`src/rtl/mac_chk_pkg.sv`:
```
// Shared types and widths for the MAC result checker.
package mac_chk_pkg;

  localparam int OP_W  = 14;
  localparam int ACC_W = 28;

  typedef logic signed [OP_W-1:0]  op_t;
  typedef logic signed [ACC_W-1:0] acc_t;

  typedef enum logic [1:0] {
    IDLE = 2'd0,
    BUSY = 2'd1,
    FAIL = 2'd2
  } chk_state_e;

endpackage

```
`src/rtl/mac_chk_fifo.sv`:
```
// Expected-value queue for the MAC result checker; a push into a full queue
// is accepted only when a pop frees a slot in the same cycle.
module mac_chk_fifo
  import mac_chk_pkg::*;
#(
  parameter int DEPTH = 8
) (
  input  logic clk,
  input  logic reset,
  input  logic push,
  input  logic pop,
  input  acc_t din,
  output logic full,
  output logic empty,
  output logic last,
  output acc_t head
);

  localparam int AW = $clog2(DEPTH);
  localparam logic [AW:0] FULL_CNT = (AW+1)'(DEPTH);
  localparam logic [AW:0] ONE_CNT  = (AW+1)'(1);

  acc_t          mem [DEPTH];
  logic [AW-1:0] wr_ptr;
  logic [AW-1:0] rd_ptr;
  logic [AW:0]   count;
  logic          do_push;
  logic          do_pop;

  assign empty   = (count == '0);
  assign full    = (count == FULL_CNT);
  assign last    = (count == ONE_CNT);
  assign head    = mem[rd_ptr];
  assign do_pop  = pop && !empty;
  assign do_push = push && (!full || do_pop);

  always_ff @(posedge clk) begin
    if (do_push) mem[wr_ptr] <= din;
  end

  always_ff @(posedge clk) begin
    if (reset) begin
      wr_ptr <= '0;
      rd_ptr <= '0;
      count  <= '0;
    end else begin
      if (do_push) wr_ptr <= wr_ptr + 1'b1;
      if (do_pop)  rd_ptr <= rd_ptr + 1'b1;
      case ({do_push, do_pop})
        2'b10:   count <= count + 1'b1;
        2'b01:   count <= count - 1'b1;
        default: count <= count;
      endcase
    end
  end

endmodule

```
`config.mk`:
```
export PLATFORM = sky130hd
export DESIGN_NAME = mac_chk_fifo
export DESIGN_NICKNAME = d
export VERILOG_FILES = /design/src/rtl/mac_chk_pkg.sv /design/src/rtl/mac_chk_fifo.sv
export SDC_FILE = /design/constraint.sdc
export NUM_CORES = 1
export LEC_CHECK = 0
export ABC_AREA = 1
export CAP_MARGIN = 10
export CORE_ASPECT_RATIO = 0.8
export CORE_UTILIZATION = 55
export CTS_BUF_LIST = sky130_fd_sc_hd__clkbuf_16
export DETAILED_ROUTE_END_ITERATION = 8
export PLACE_DENSITY = 0.75
export SLEW_MARGIN = 5
export SYNTH_ARGS = -nofsm -noshare
export SYNTH_HDL_FRONTEND = slang
export SYNTH_SLANG_ARGS = --single-unit
```
`constraint.sdc`:
```
create_clock -name clk -period 7 [get_ports clk]
set_input_delay 2.1 -clock clk [delete_from_list [all_inputs] [get_ports clk]]
set_output_delay 2.1 -clock clk [all_outputs]
set_load 0.02 [all_outputs]
```
# Word level (Yosys, flattened, before mapping)

Memory sizes are Yosys's and may differ from the RTL's. A register that Yosys moved wholly into a read port is not among the register bits.
Cells that the tools add are included.

Memory bits (writable): 224
Bits in registers: 10
Input port bits: 32
Memories kept: 1
Output and inout bits: 31

Memories:

| name | words | bits a word | rd ports | clocked after memory_dff | write ports | RTL line           | source |
|---|---|---|---|---|---|---|---|
| mem  | 8     | 28          | 1        | 1                        | 1           | mac_chk_fifo.sv:23 | `acc_t mem [DEPTH];` |

$add $sub $neg: 4
Equal/unequal tests: 4
Muxes and demuxes: 5
Reduce and logical (&&, ||, !) cells: 7

Operator list:

| cell                  | number |
|---|---|
| $pmux W4 S2           | 1 |
| $add A3 B1 Y3 const B | 2 |
| $mux W3               | 2 |
| $add A4 B1 Y4 const B | 1 |
| $eq A4 B1 Y1 const B  | 1 |
| $eq A4 B4 Y1 const B  | 1 |
| $logic_not A4 Y1      | 1 |
| $sub A4 B1 Y4 const B | 1 |
| $eq A2 B1 Y1 const B  | 1 |
| $eq A2 B2 Y1 const B  | 1 |
| $logic_and A1 B1 Y1   | 2 |
| $logic_not A1 Y1      | 2 |
| $mux W1               | 2 |
| $reduce_bool A2 Y1    | 1 |
| $logic_or A1 B1 Y1    | 1 |

# Logic depth before layout (Yosys ltp)

Word-level depth: 7
Depth in mapped cells: 9
Gate-level depth less buffers: 9

# Worst setup path before layout

No wires, ideal clock.

Kind: input port to flip-flop
Start point: input pop
End point: memory mem[0][0] (netlist bit), enable pin
Cell stages on the path: 3
Buffers on the path: 0
Setup slack: 2954 ps
Arrival: 3633 ps
Library setup time: 413 ps
Cell sequence: o21ai_2 > or2_1 > nor2_1

Longest elaborated chain between the ends: 5

RTL lines:

| item                          | RTL line           | source |
|---|---|---|
| from (decl)                   | mac_chk_fifo.sv:11 | `input logic pop,` |
| $logic_and A1 B1 Y1           | mac_chk_fifo.sv:34 | `assign do_pop = pop && !empty;` |
| $logic_or A1 B1 Y1            | mac_chk_fifo.sv:35 | `assign do_push = push && (!full \|\| do_pop);` |
| $logic_and A1 B1 Y1           | mac_chk_fifo.sv:35 |  |
| $mux W1                       | mac_chk_fifo.sv:38 | `if (do_push) mem[wr_ptr] <= din;` |
| $mux W1 (not written as such) | mac_chk_fifo.sv:38 |  |
| to (decl)                     | mac_chk_fifo.sv:23 |  |

Every way passes these cells.

==> results.py <==
metrics = {
    "status": {
        "status": "finished clean",
    },
    "sta": {
        "setup-tns-final_ns": 0,
        "slew_headroom": 0.241,
        "maxSlewViolCount": 0,
        "hold_violations": 0,
        "setup_ws_ns": 1.68,
        "holdWs_ns": 0.474,
        "worst_pin_slew_ns": 1.14,
        "fmax_ghz": 0.188,
        "rsz0062_at_grt": "false",
        "period_minus_slack_ns": 5.32,
        "clock_skew_ns": 0.0163,
        "fin_crit_sh": 0.760,
        "setup_viol": 0,
    },
    "logic_synthesis": {
        "synth_top_area_frac": 0.706,
        "netlist_area_mm2": 0.00953,
        "synth_cell_type_count": 25,
        "netlist_top_cells_count": "edfxtp_1 (224), nor2_1 (190), o21ai_1 (114), nand2_1 (109), o21ai_0 (59)",
        "synth_ff_type": "edfxtp_1",
        "yosys_register_bits": 237,
        "synth_top_cell_by_area": "edfxtp_1",
        "synthArstFlopShare": 0,
        "syn_area_per_cell_um2": 11.9,
        "yosysWarnings": 0,
        "synth-edff-count": 224,
        "ys_seq_area_frac": 0.733,
        "synth_most_common_cell": "edfxtp_1",
        "synth_nets": 838,
        "syn_inst": 801,
        "synthTopCellsByArea": "edfxtp_1 (71%), nor2_1 (7.5%), o21ai_1 (6.0%), nand2_1 (4.3%), o21ai_0 (3.1%)",
    },
    "setup_path": {
        "cp_max_fo": 76,
        "cp-start-kind": "register",
        "rrSetupSlack_ns": 4.25,
        "criticalPathCategory": "reg2out",
        "rr_worst_depth": 7,
        "crit_chain": "clkinv_2 -> buf_4 -> o21ai_1 -> o21ai_1 -> nand2_1 -> nand2_1 -> clkdlybuf4s50_1",
        "cp-end-kind": "primary output",
        "setup.worst_path.end": "head[14]",
        "reg2reg_from": "count[0]$_SDFFE_PP0P_",
        "critPathArrivalTime_ns": 3.22,
        "critical-path-slowest-cell": "clkinv_2",
        "reg2reg_to": "mem[7][21]$_DFFE_PP_",
        "critical-path-max-stage-delay_ns": 0.77,
        "cp_data_required_time_ns": 4.90,
    },
    "clock_tree": {
        "cts_resized": 0,
        "cts_tree": "done",
        "htree_levels": 1,
        "postCtsSetupRepairBufs": 0,
        "clkTransAtPathRegs_ns": 0.06,
        "root_buffer": "clkbuf_16",
        "cts_made_buffers": 23,
        "cts_sinks": 237,
        "cts.path.max_buffers": 3,
        "clock_latency_ns": 0.51,
        "ctsHoldBuffers": 0,
    },
    "placement": {
        "dp_slack_ns": 2.18,
        "placed_cells": 1046,
        "place_hpwl_um": 10100,
        "globalplace.congestion": 0.728,
        "numPortBuffers": 62,
        "placed_cell_area_mm2": 0.0103,
    },
    "drt": {
        "wl_per_cell_um": 18.0,
        "num_vias": 6062,
        "drcViolationCount": 0,
        "ant_nets": 0,
        "drt-vias-per-instance": 5.58,
        "drt_iter0_drc": 477,
        "routed_wl_um": 19500,
        "dr.pass1.iters": 7,
    },
    "final_layout": {
        "n_fill_cell": 1213,
        "multi_input_area_mm2": 0.00228,
        "layout.nets": 888,
        "post-route-util": 0.661,
        "seqCellArea_mm2": 0.00699,
        "diodes": 0,
        "final_cell_area_mm2": 0.0111,
        "layout-area-overhead-vs-synth_pct": 16.2,
        "fin_cells": 1087,
        "drive_gt1_frac": 0.0704,
    },
    "grt": {
        "globalRouteMet3Util": 0.0346,
        "grt_overflow": 0,
        "use_met2": 0.378,
        "busiest_layer": "met2",
        "met1_usage": 0.301,
        "grt_first_pass_wirelength_um": 30700,
        "track_usage": 0.224,
        "antenna_found_initial": 0,
        "grt_max_degree": 113,
        "grt_pass1_vias": 5888,
    },
    "floorplan": {
        "start_util": 0.568,
        "io_pins": 63,
        "fp.dieH_um": 120,
        "core_area_mm2": 0.0168,
        "num_rows": 42,
        "die_w_um": 149,
        "die_area_mm2": 0.0179,
    },
    "min_path": {
        "hp-class": "reg2reg",
    },
    "power": {
        "ir_drop_uv": 206,
        "leakagePower_nw": 3.85,
        "power_density_mw_per_mm2": 365,
        "power.total_mw": 4.04,
    },
    "job": {
        "drv_cap": 0,
    },
}
-- layout make-up --
class,count,area share
inverters,18,0.00621
clock buffers,23,0.0520
repair buffers,67,0.0594
multi-input cells,504,0.206
well taps,220,0.0249
clock inverters,18,0.0199
flip-flops and latches,237,0.631
-- placed cells by master (no fill, tap or decap) --
master	n
o21ai_1	114
clkbuf_16	23
dfxtp_1	11
clkinv_4	1
nor2_2	1
nor2_4	8
ha_1	5
inv_1	17
nor2_1	182
clkdlybuf4s50_1	62
clkinv_2	4
a21oi_1	6
a21oi_2	1
or2_1	1
dfxtp_2	1
o21ai_0	59
nand3_1	8
nand4_1	2
dfxtp_4	1
nand3_2	3
inv_2	2
buf_4	5
xnor2_1	1
bufinv_16	5
edfxtp_1	224
inv_6	1
nand2_1	109
nand2_2	2
clkinvlp_4	2
clkinv_1	4
xor2_1	1
o21ai_2	1
-- registers in the layout (all words and copies together), names as in the netlist, named ones only --
| name | count |
|---|---|
| count | 4 |
| mem | 224 |
| rd_ptr | 3 |
| wr_ptr | 3 |
-- worst min-delay path by stage --
stage	start	to	slack, ns	depth (start not counted)
2_1_floorplan	rd_ptr[2]$_SDFFE_PP0P_	register	0.44	2
3_3_place_gp	rd_ptr[2]$_SDFFE_PP0P_	rd_ptr[2]$_SDFFE_PP0P_	0.45	2
3_5_place_dp	rd_ptr[2]$_SDFFE_PP0P_	register	0.47	2
4_1_cts	rd_ptr[2]$_SDFFE_PP0P_	register	0.48	2
5_1_grt	rd_ptr[2]$_SDFFE_PP0P_	register	0.50	2
6_report	rd_ptr[2]$_SDFFE_PP0P_	register	0.47	2
-- where the power goes --
| group | total (mW) | switching, mW | leakage (nW) | internal, mW |
|---|---|---|---|---|
| Combinational | 1.06 | 0.662 | 1.31 | 0.398 |
| Sequential | 1.68 | 0.0601 | 2.14 | 1.62 |
| Clock | 1.30 | 0.516 | 0.392 | 0.785 |
| Total | 4.04 | 1.24 | 3.85 | 2.81 |
-- metal layers --
| metal | vias to the layer above | wire length, um |
|---|---|---|
| li1 | 2904 | - |
| met1 | 2901 | 8270 |
| met2 | 214 | 9590 |
| met3 | 43 | 1160 |
| met4 | 0 | 516 |
| met5 | - | 0 |
-- kinds of logic (layout without fill, tap and decap cells) --
group                      count (synthesis)  count (layout)  share of synthesized area
and+or+nand+nor                          316             316                      0.129
DFF                                      237             237                      0.733
buffers and inverters                     60             126                     0.0332
xor gates and xnor gates                   2               2                    0.00184
AOI/OAI and AO/OA                        181             181                     0.0959
adders and majority gates                  5               5                    0.00657
-- worst max-delay path: cells and delay by family (launching register included) --
family,cells,cell delay (ns)
buffers and inverters,3,1.91
and+or+nand+nor,2,0.14
DFF,1,0.35
AOI/OAI and AO/OA,2,0.29
No activity file was read; power rests on OpenSTA's default activity.
==> RTL edit, RTL diff (same settings) <==
`DEPTH`: 8 -> 4.
--- a/src/rtl/mac_chk_fifo.sv
+++ b/src/rtl/mac_chk_fifo.sv
@@ -4,5 +4,5 @@
   import mac_chk_pkg::*;
 #(
-  parameter int DEPTH = 8
+  parameter int DEPTH = 4
 ) (
   input  logic clk,
Behaviour: not the same (Yosys sat finds a counterexample within 10 cycles, from zero or initial values and one cycle with reset high).
==> RTL edit against the original RTL <==
  * Worst hold slack improved by 0.0067 ns
  * Combinational power fell by 58%
  * Cell area down 46%
  * Total power down 47%
  * Utilization rose by 7.2 points
  * Sequential cell count shrank 116
  * Maximum frequency rose by 1.6%
  * Register-to-register slack gained 0.44 ns
  * Largest power group unchanged
  * Worst setup slack better by 0.082 ns
  * Synthesized area decreased by 50%
  * Via count fell by 52%
  * Routed wire length is 54% lower
==> RTL edit: results <==
[status]
outcome = "completed"

[sta]
finClkSkew_ns = 0.006512
holdWs_ns = 0.4802

[placement]
post-place-cells = 502
gp_congestion = 0.7728
dp_slack_ns = 2.215
dp_hpwl_um = 4983

[clocking]
clock_latency_ns = 0.40
clockBufferDepth = 2
cts_htree_levels = 4
cts-buffers-inserted = 17

[layout]
register_area_mm2 = 0.003545
nNonClkBuffers = 62
fin_nets = 453
clock_area_share_pct = 9.439
nonClkBufAreaFrac_pct = 10.43
seq_share_pct = 59.55
layoutNonFillerInstCount = 534
top_regs = "mem: 112 flops, count: 3 flops"
multi_input_area_mm2 = 0.001008

[logic_synthesis]
synthTopCellsByCount = "edfxtp_1, nor2_1, o21ai_0"
synth_fp_nets = 390
ys_ff_latch = 121
synth.distinct_cells = 23
synthTopCellsByArea = "edfxtp_1, nor2_1, o21ai_0, dfxtp_1, o22ai_1"

[routing]
wl_met3_um = 669
drt-total-wl_um = 9063
drtIter0Drc = 189
m1WireLength_um = 3998
wl_met2_um = 4308
dr.pass1.iters = 5

[grt]
grt_pass1_vias = 2905
grtUsageMet1_pct = 28.91
grt_max_degree = 58
grt_use_total_pct = 21.74

[hold_path]
hold_path.startpoint = "rd_ptr[0]"

[critical_path]
cp_slowest_cell = "dfxtp_2"
r2r_cells = 5
cp.arrival_ns = 3.14
r2r_end = "mem[0][6]"

[pwr]
peakVddDrop_mv = 0.2473
RTL edit: cell types whose count changed in the layout (fill, tap and decap cells not counted), moves of 4 or more:
| cell | change |
|---|---|
| buf_4 | -5 |
| clkbuf_16 | -6 |
| edfxtp_1 | -112 |
| nand2_1 | -99 |
| nand3_1 | -4 |
| nor2_1 | -121 |
| nor2_4 | -4 |
| o21ai_0 | -16 |
| o21ai_1 | -96 |
| o22ai_1 | +28 |
RTL edit: where the power goes:
part / total, mW / internal, mW / switching (mW)
combinational: 0.446 / 0.187 / 0.259
sequential: 0.895 / 0.849 / 0.0461
clock: 0.811 / 0.516 / 0.296
total: 2.15 / 1.55 / 0.601
RTL edit: logic make-up (layout without fill, tap and decap cells):
family	after synthesis	in the layout	synth area share, %
DFF	121	121	74.90
AOI/OAI and AO/OA	96	96	10.90
and+or+nand+nor	84	84	7.300
buffers and inverters	39	115	4.417
adders and majority gates	8	8	2.116
xor gates and xnor gates	2	2	0.3703
